**config.mk**
```make
export PLATFORM = sky130hd
export DESIGN_NAME = hazard_controller
export DESIGN_NICKNAME = d
export VERILOG_FILES = /design/src/rtl/mips_pkg.sv /design/src/rtl/sat_counter.sv /design/src/rtl/hazard_controller.sv
export SDC_FILE = /design/constraint.sdc
export NUM_CORES = 1
export LEC_CHECK = 0
export CAP_MARGIN = 10
export CORE_ASPECT_RATIO = 1.1
export CORE_MARGIN = 2
export CORE_UTILIZATION = 40
export DETAILED_ROUTE_END_ITERATION = 6
export HOLD_SLACK_MARGIN = 0.08
export PLACE_DENSITY = 0.73
export RECOVER_POWER = 25
export REMOVE_ABC_BUFFERS = 1
export SLEW_MARGIN = 10
export SYNTH_ARGS = -nofsm -noshare
export SYNTH_HDL_FRONTEND = slang
export SYNTH_SLANG_ARGS = --single-unit
```
**constraint.sdc**
```tcl
create_clock -name CLK -period 2.4 [get_ports CLK]
set_input_delay 0.48 -clock CLK [delete_from_list [all_inputs] [get_ports CLK]]
set_output_delay 0.48 -clock CLK [all_outputs]
set_load 0.02 [all_outputs]
```
**src/rtl/mips_pkg.sv**
```systemverilog
// Shared encodings for the pipeline hazard controller.
package mips_pkg;

    localparam int unsigned REG_W = 5;
    localparam int unsigned ST_W  = 2;
    localparam int unsigned FWD_W = 2;

    typedef enum logic [ST_W-1:0] {
        ST_RUN    = 2'd0,
        ST_FREEZE = 2'd1,
        ST_FLUSH  = 2'd2
    } hz_state_t;

    typedef enum logic [FWD_W-1:0] {
        FWD_REGFILE = 2'b00,
        FWD_MEM_WB  = 2'b01,
        FWD_EX_MEM  = 2'b10
    } fwd_sel_t;

    // Operand source select: youngest producer (EX/MEM) wins, $zero never forwards.
    function automatic fwd_sel_t fwd_select(
        input logic [REG_W-1:0] src,
        input logic             ex_mem_we,
        input logic [REG_W-1:0] ex_mem_dest,
        input logic             mem_wb_we,
        input logic [REG_W-1:0] mem_wb_dest
    );
        fwd_sel_t sel;
        sel = FWD_REGFILE;
        if (ex_mem_we && (ex_mem_dest != '0) && (ex_mem_dest == src)) begin
            sel = FWD_EX_MEM;
        end else if (mem_wb_we && (mem_wb_dest != '0) && (mem_wb_dest == src)) begin
            sel = FWD_MEM_WB;
        end
        return sel;
    endfunction

endpackage

```
**src/rtl/sat_counter.sv**
```systemverilog
// Saturating up-counter with enable; holds at all-ones instead of wrapping.
module sat_counter #(
    parameter int unsigned CNT_W = 16
) (
    input  logic             clk,
    input  logic             rst_n,
    input  logic             en,
    output logic [CNT_W-1:0] count
);

    localparam logic [CNT_W-1:0] CNT_MAX = '1;

    // Count enabled events until the maximum value is reached.
    always_ff @(posedge clk or negedge rst_n) begin
        if (!rst_n) begin
            count <= '0;
        end else if (en && (count != CNT_MAX)) begin
            count <= count + CNT_W'(1);
        end
    end

endmodule

```
**src/rtl/hazard_controller.sv**
```systemverilog
// Pipeline hazard controller: freeze on memory wait, flush on taken branch,
// load-use stall, operand forwarding and event counters.
module hazard_controller
    import mips_pkg::*;
#(
    parameter int unsigned CNT_W  = 16,
    parameter int unsigned FWD_EN = 1
) (
    input  logic             CLK,
    input  logic             RST_N,
    input  logic [REG_W-1:0] ID_rs,
    input  logic [REG_W-1:0] ID_rt,
    input  logic             ID_uses_rt,
    input  logic [REG_W-1:0] ID_EX_rs,
    input  logic [REG_W-1:0] ID_EX_rt,
    input  logic             ID_EX_MemRead,
    input  logic             EX_MEM_RegWrite,
    input  logic [REG_W-1:0] EX_MEM_dest,
    input  logic             MEM_WB_RegWrite,
    input  logic [REG_W-1:0] MEM_WB_dest,
    input  logic             MEM_IF_pc_src,
    input  logic             mem_busy,
    output logic             pc_write,
    output logic             IF_ID_write,
    output logic             ID_EX_bubble,
    output logic             IF_ID_flush,
    output logic             ID_EX_flush,
    output logic             EX_MEM_flush,
    output logic [FWD_W-1:0] forward_a,
    output logic [FWD_W-1:0] forward_b,
    output logic [ST_W-1:0]  state,
    output logic [CNT_W-1:0] stall_cnt,
    output logic [CNT_W-1:0] flush_cnt,
    output logic [CNT_W-1:0] freeze_cnt
);

    hz_state_t state_q;
    hz_state_t state_d;
    logic      load_use_c;
    logic      freeze_ev;
    logic      flush_ev;
    logic      stall_ev;

    // Load in ID/EX whose destination is read by the instruction in IF/ID.
    always_comb begin
        load_use_c = ID_EX_MemRead && (ID_EX_rt != '0) &&
                     ((ID_EX_rt == ID_rs) || (ID_uses_rt && (ID_EX_rt == ID_rt)));
    end

    // Next state and pipeline controls; reset forces pass-through.
    always_comb begin
        state_d      = ST_RUN;
        pc_write     = 1'b1;
        IF_ID_write  = 1'b1;
        ID_EX_bubble = 1'b0;
        IF_ID_flush  = 1'b0;
        ID_EX_flush  = 1'b0;
        EX_MEM_flush = 1'b0;
        freeze_ev    = 1'b0;
        flush_ev     = 1'b0;
        stall_ev     = 1'b0;
        if (!RST_N) begin
            state_d = ST_RUN;
        end else if (mem_busy) begin
            pc_write    = 1'b0;
            IF_ID_write = 1'b0;
            state_d     = ST_FREEZE;
            freeze_ev   = 1'b1;
        end else if (MEM_IF_pc_src) begin
            IF_ID_flush  = 1'b1;
            ID_EX_flush  = 1'b1;
            EX_MEM_flush = 1'b1;
            state_d      = ST_FLUSH;
            flush_ev     = 1'b1;
        end else if ((state_q != ST_FLUSH) && load_use_c) begin
            // IF/ID holds a bubble after a flush, so no stall is possible there.
            pc_write     = 1'b0;
            IF_ID_write  = 1'b0;
            ID_EX_bubble = 1'b1;
            stall_ev     = 1'b1;
        end
    end

    // State register.
    always_ff @(posedge CLK or negedge RST_N) begin
        if (!RST_N) begin
            state_q <= ST_RUN;
        end else begin
            state_q <= state_d;
        end
    end

    assign state = state_q;

    // Operand forwarding selects, live in every state including reset.
    generate
        if (FWD_EN != 0) begin : g_fwd
            always_comb begin
                forward_a = fwd_select(ID_EX_rs, EX_MEM_RegWrite, EX_MEM_dest,
                                       MEM_WB_RegWrite, MEM_WB_dest);
                forward_b = fwd_select(ID_EX_rt, EX_MEM_RegWrite, EX_MEM_dest,
                                       MEM_WB_RegWrite, MEM_WB_dest);
            end
        end else begin : g_no_fwd
            assign forward_a = FWD_REGFILE;
            assign forward_b = FWD_REGFILE;
        end
    endgenerate

    sat_counter #(.CNT_W(CNT_W)) u_stall_cnt (
        .clk   (CLK),
        .rst_n (RST_N),
        .en    (stall_ev),
        .count (stall_cnt)
    );

    sat_counter #(.CNT_W(CNT_W)) u_flush_cnt (
        .clk   (CLK),
        .rst_n (RST_N),
        .en    (flush_ev),
        .count (flush_cnt)
    );

    sat_counter #(.CNT_W(CNT_W)) u_freeze_cnt (
        .clk   (CLK),
        .rst_n (RST_N),
        .en    (freeze_ev),
        .count (freeze_cnt)
    );

endmodule

```
==> run_results.csv <==
group,metric,value,unit
run_status,status,"finished, final reports clean",
floorplanning,io_pins,98,
grt,grt_pass1_vias,2397,
routing,routedLengthMet1,3060,um
sta,drv_slew,0,
critical_path,start_kind,"primary input",
routing,dr_wl_met3,464,um
power_and_ir_drop,p_per_area,529,mW/mm2
critical_path,critPathCaptureType,"output pin",
floorplanning,die_y,91.1,um
clocking,cts_root_buf,"clkbuf_8",
layout,syn2layout_area_growth,54.3,%
clocking,clock_path_buffers,2,
power_and_ir_drop,cellLeakagePower,1.89,nW
sta,worst_slack,21.0,ps
routing,dr_wl_met2,3440,um
routing,wirelength,7090,um
grt,antenna_found_initial,0,
hold_path,hold_path_class,"in -> async",
synthesis,synth_most_common_cell,"dfrtp_1",
sta,finalHoldViolations,0,
synthesis,synthTopCellsByCount,"50 x dfrtp_1, 37 x xnor2_1, 35 x xor2_1",
synthesis,synth_edf_count,0,
routing,dr.pass1.iters,5,
power_and_ir_drop,power.total,2.25,mW
grt,globalRouteOverflowTotal,0,
floorplanning,coreArea,0.00663,mm2
floorplanning,die_x,83.2,um
layout,drive_gt1_frac,0.239,
floorplanning,start_util,0.416,
synthesis,syn_area,0.00276,mm2
routing,drtIter0Drc,81,
sta,maxSlewHeadroom,0.593,
layout,nets,441,
run,drv_cap,0,
clocking,cts_sinks,50,
routing,drcViolationCount,0,
clocking,cts-htree-levels,2,
clocking,path_clk_slew,100,ps
synthesis,syn_inst,266,
placement,dpl_cell_area,0.00403,mm2
power_and_ir_drop,vdd_drop_max,544,uV
sta,tightest_slew,610,ps
layout,final_core_util,0.642,
floorplanning,die-area,0.00758,mm2
synthesis,synth_top_area_share,0.453,
floorplanning,rows,31,
sta,final.min_clock_period,2380,ps
layout,design_area,0.00426,mm2
sta,rsz0062_at_grt,"true",
routing,maxUsedRoutingLayer,"met4",
placement,io_buffers,97,
sta,finClkSkew,9.50,ps
critical_path,required,1920,ps
routing,via_per_inst,5.05,
placement,dp_slack,-969,ps
layout,nFillCells,543,
synthesis,synth_seq_cells,50,
grt,grt_util_all_layers,0.185,
clocking,holdBufCountCts,0,
sta,finalSetupViolCount,0,
synthesis,ys_types,36,
grt,grt_max_degree,51,
routing,antenna_left,0,
routing,routedWlPerCell,14.7,um
placement,routabilityCongestion,0.887,
clocking,clk_latency,300,ps
synthesis,yosysWarnings,0,
sta,period_share,0.991,
critical_path,worstPathArrival,1900,ps
critical_path,critPathKind,"in -> out",
grt,grt_first_pass_wirelength,11500,um
synthesis,yosysTopAreaCell,"dfrtp_1",
synthesis,synth_area_leaders,"dfrtp_1 45%, xnor2_1 12%, xor2_1 11%, nand4_1 3.4%, nand3_1 3.3%",
synthesis,synth_ff_type,"dfrtp_1",
clocking,cts_tree,"done",
sta,finalSetupTns,0,ps
clocking,numCtsBuffers,5,
critical_path,crit_path_max_fanout,2,
routing,via_count,2440,
synthesis,async_flop_share,1.00,
layout,n_antenna_cell,0,
sta,timing.fmax,420,MHz
synthesis,avgSynthCellArea,10.4,um2
synthesis,ys_seq_area_frac,0.453,
placement,dp_hpwl,5340,um
==> layer usage <==
metal  global-route usage  vias to the layer above
met5                    0                        -
met4               0.0560                        0
met3               0.0464                       15
met2                0.306                       90
met1                0.239                     1156
li1                     -                     1179
==> what timing repair did <==
action                                  CTS  global route
hold endpoints to repair                  0             0
endpoints found under the setup margin   12            10
pin swaps                                16            15
gates resized for setup                 113            24
buffers inserted                          3             3
==> cell usage in the layout, fill, tap and decap left out, types with 2 or more instances in the layout <==
master | Yosys | routed
and2_1 | 3 | 3
and3_1 | 6 | 6
and4_1 | 4 | 4
buf_2 | 3 | 10
buf_4 | 4 | 34
buf_6 | 1 | 9
clkbuf_2 | 0 | 5
clkbuf_8 | 0 | 6
clkdlybuf4s15_1 | 0 | 3
clkdlybuf4s15_2 | 0 | 3
clkdlybuf4s50_1 | 0 | 60
dfrtp_1 | 50 | 50
dlygate4sd2_1 | 0 | 7
dlymetal6s2s_1 | 0 | 4
ha_1 | 3 | 3
inv_1 | 7 | 6
mux2_2 | 4 | 4
nand2_1 | 21 | 21
nand2b_1 | 3 | 3
nand3_1 | 18 | 18
nand4_1 | 15 | 15
nor2_1 | 15 | 15
nor3_1 | 9 | 8
nor4_2 | 1 | 2
nor4_4 | 1 | 3
o21ai_4 | 0 | 2
or2_2 | 2 | 2
or4_1 | 5 | 3
or4_4 | 0 | 2
xnor2_1 | 37 | 37
xor2_1 | 35 | 32
xor2_2 | 0 | 2
==> cell type report <==
cell class,count,area (um2),area share
timing repair buffer,136,1230,0.288
tap,82,103,0.0241
sequential,50,1250,0.294
clock inverter,2,16.3,0.00382
multi-input combinational,200,1550,0.365
inverter,7,26.3,0.00617
clock buffer,6,82.6,0.0194
==> through the flow <==
stage	std cells	hold slack (ps)
finish	483	416
global route	483	486
CTS	480	437
detailed placement	469	485
global placement	469	481
floorplan	257	184
==> worst max-delay path: stages <==
cell     delay (ps)
buf_6            90
buf_6           120
xor2_4          180
nor4_4          330
a32oi_2         160
or2_4           280
inv_2            70
o21ai_4          60
buf_6           130
==> path summary, 6_finish.rpt <==
kind | slack (ps) | cells past startpoint | endpoint | startpoint
worst max-delay path | 20 | 9 | pc_write | ID_EX_rt[1]
worst min-delay path | 420 | 3 | u_stall_cnt.count[15] | RST_N
worst max register to register | 490 | 7 | u_freeze_cnt.count[9] | u_freeze_cnt.count[0]
worst min register to register | 500 | 1 | u_freeze_cnt.count[14] | u_freeze_cnt.count[14]
max in group asynchronous | 1570 | 3 | state[0] | RST_N
min in group CLK | 500 | 1 | u_freeze_cnt.count[14] | u_freeze_cnt.count[14]
==> registers in the layout, summed over array words and instances (netlist names) <==
register            flops
u_freeze_cnt.count     16
u_stall_cnt.count      16
state                   2
u_flush_cnt.count      16
==> cells by family after synthesis <==
| family | synth area share |
|---|---|
| mux | 0.0204 |
| fa+ha+maj | 0.0136 |
| compound gates | 0.0218 |
| simple gates | 0.231 |
| flops | 0.453 |
| buf+inv | 0.0313 |
| xor+xnor | 0.228 |
==> where the power goes <==
group | switching [mW] | internal [mW]
Combinational | 0.326 | 0.351
Clock | 0.284 | 0.238
Sequential | 0.122 | 0.930
Total | 0.732 | 1.52
Note: power is estimated with default switching activity, not from simulation.
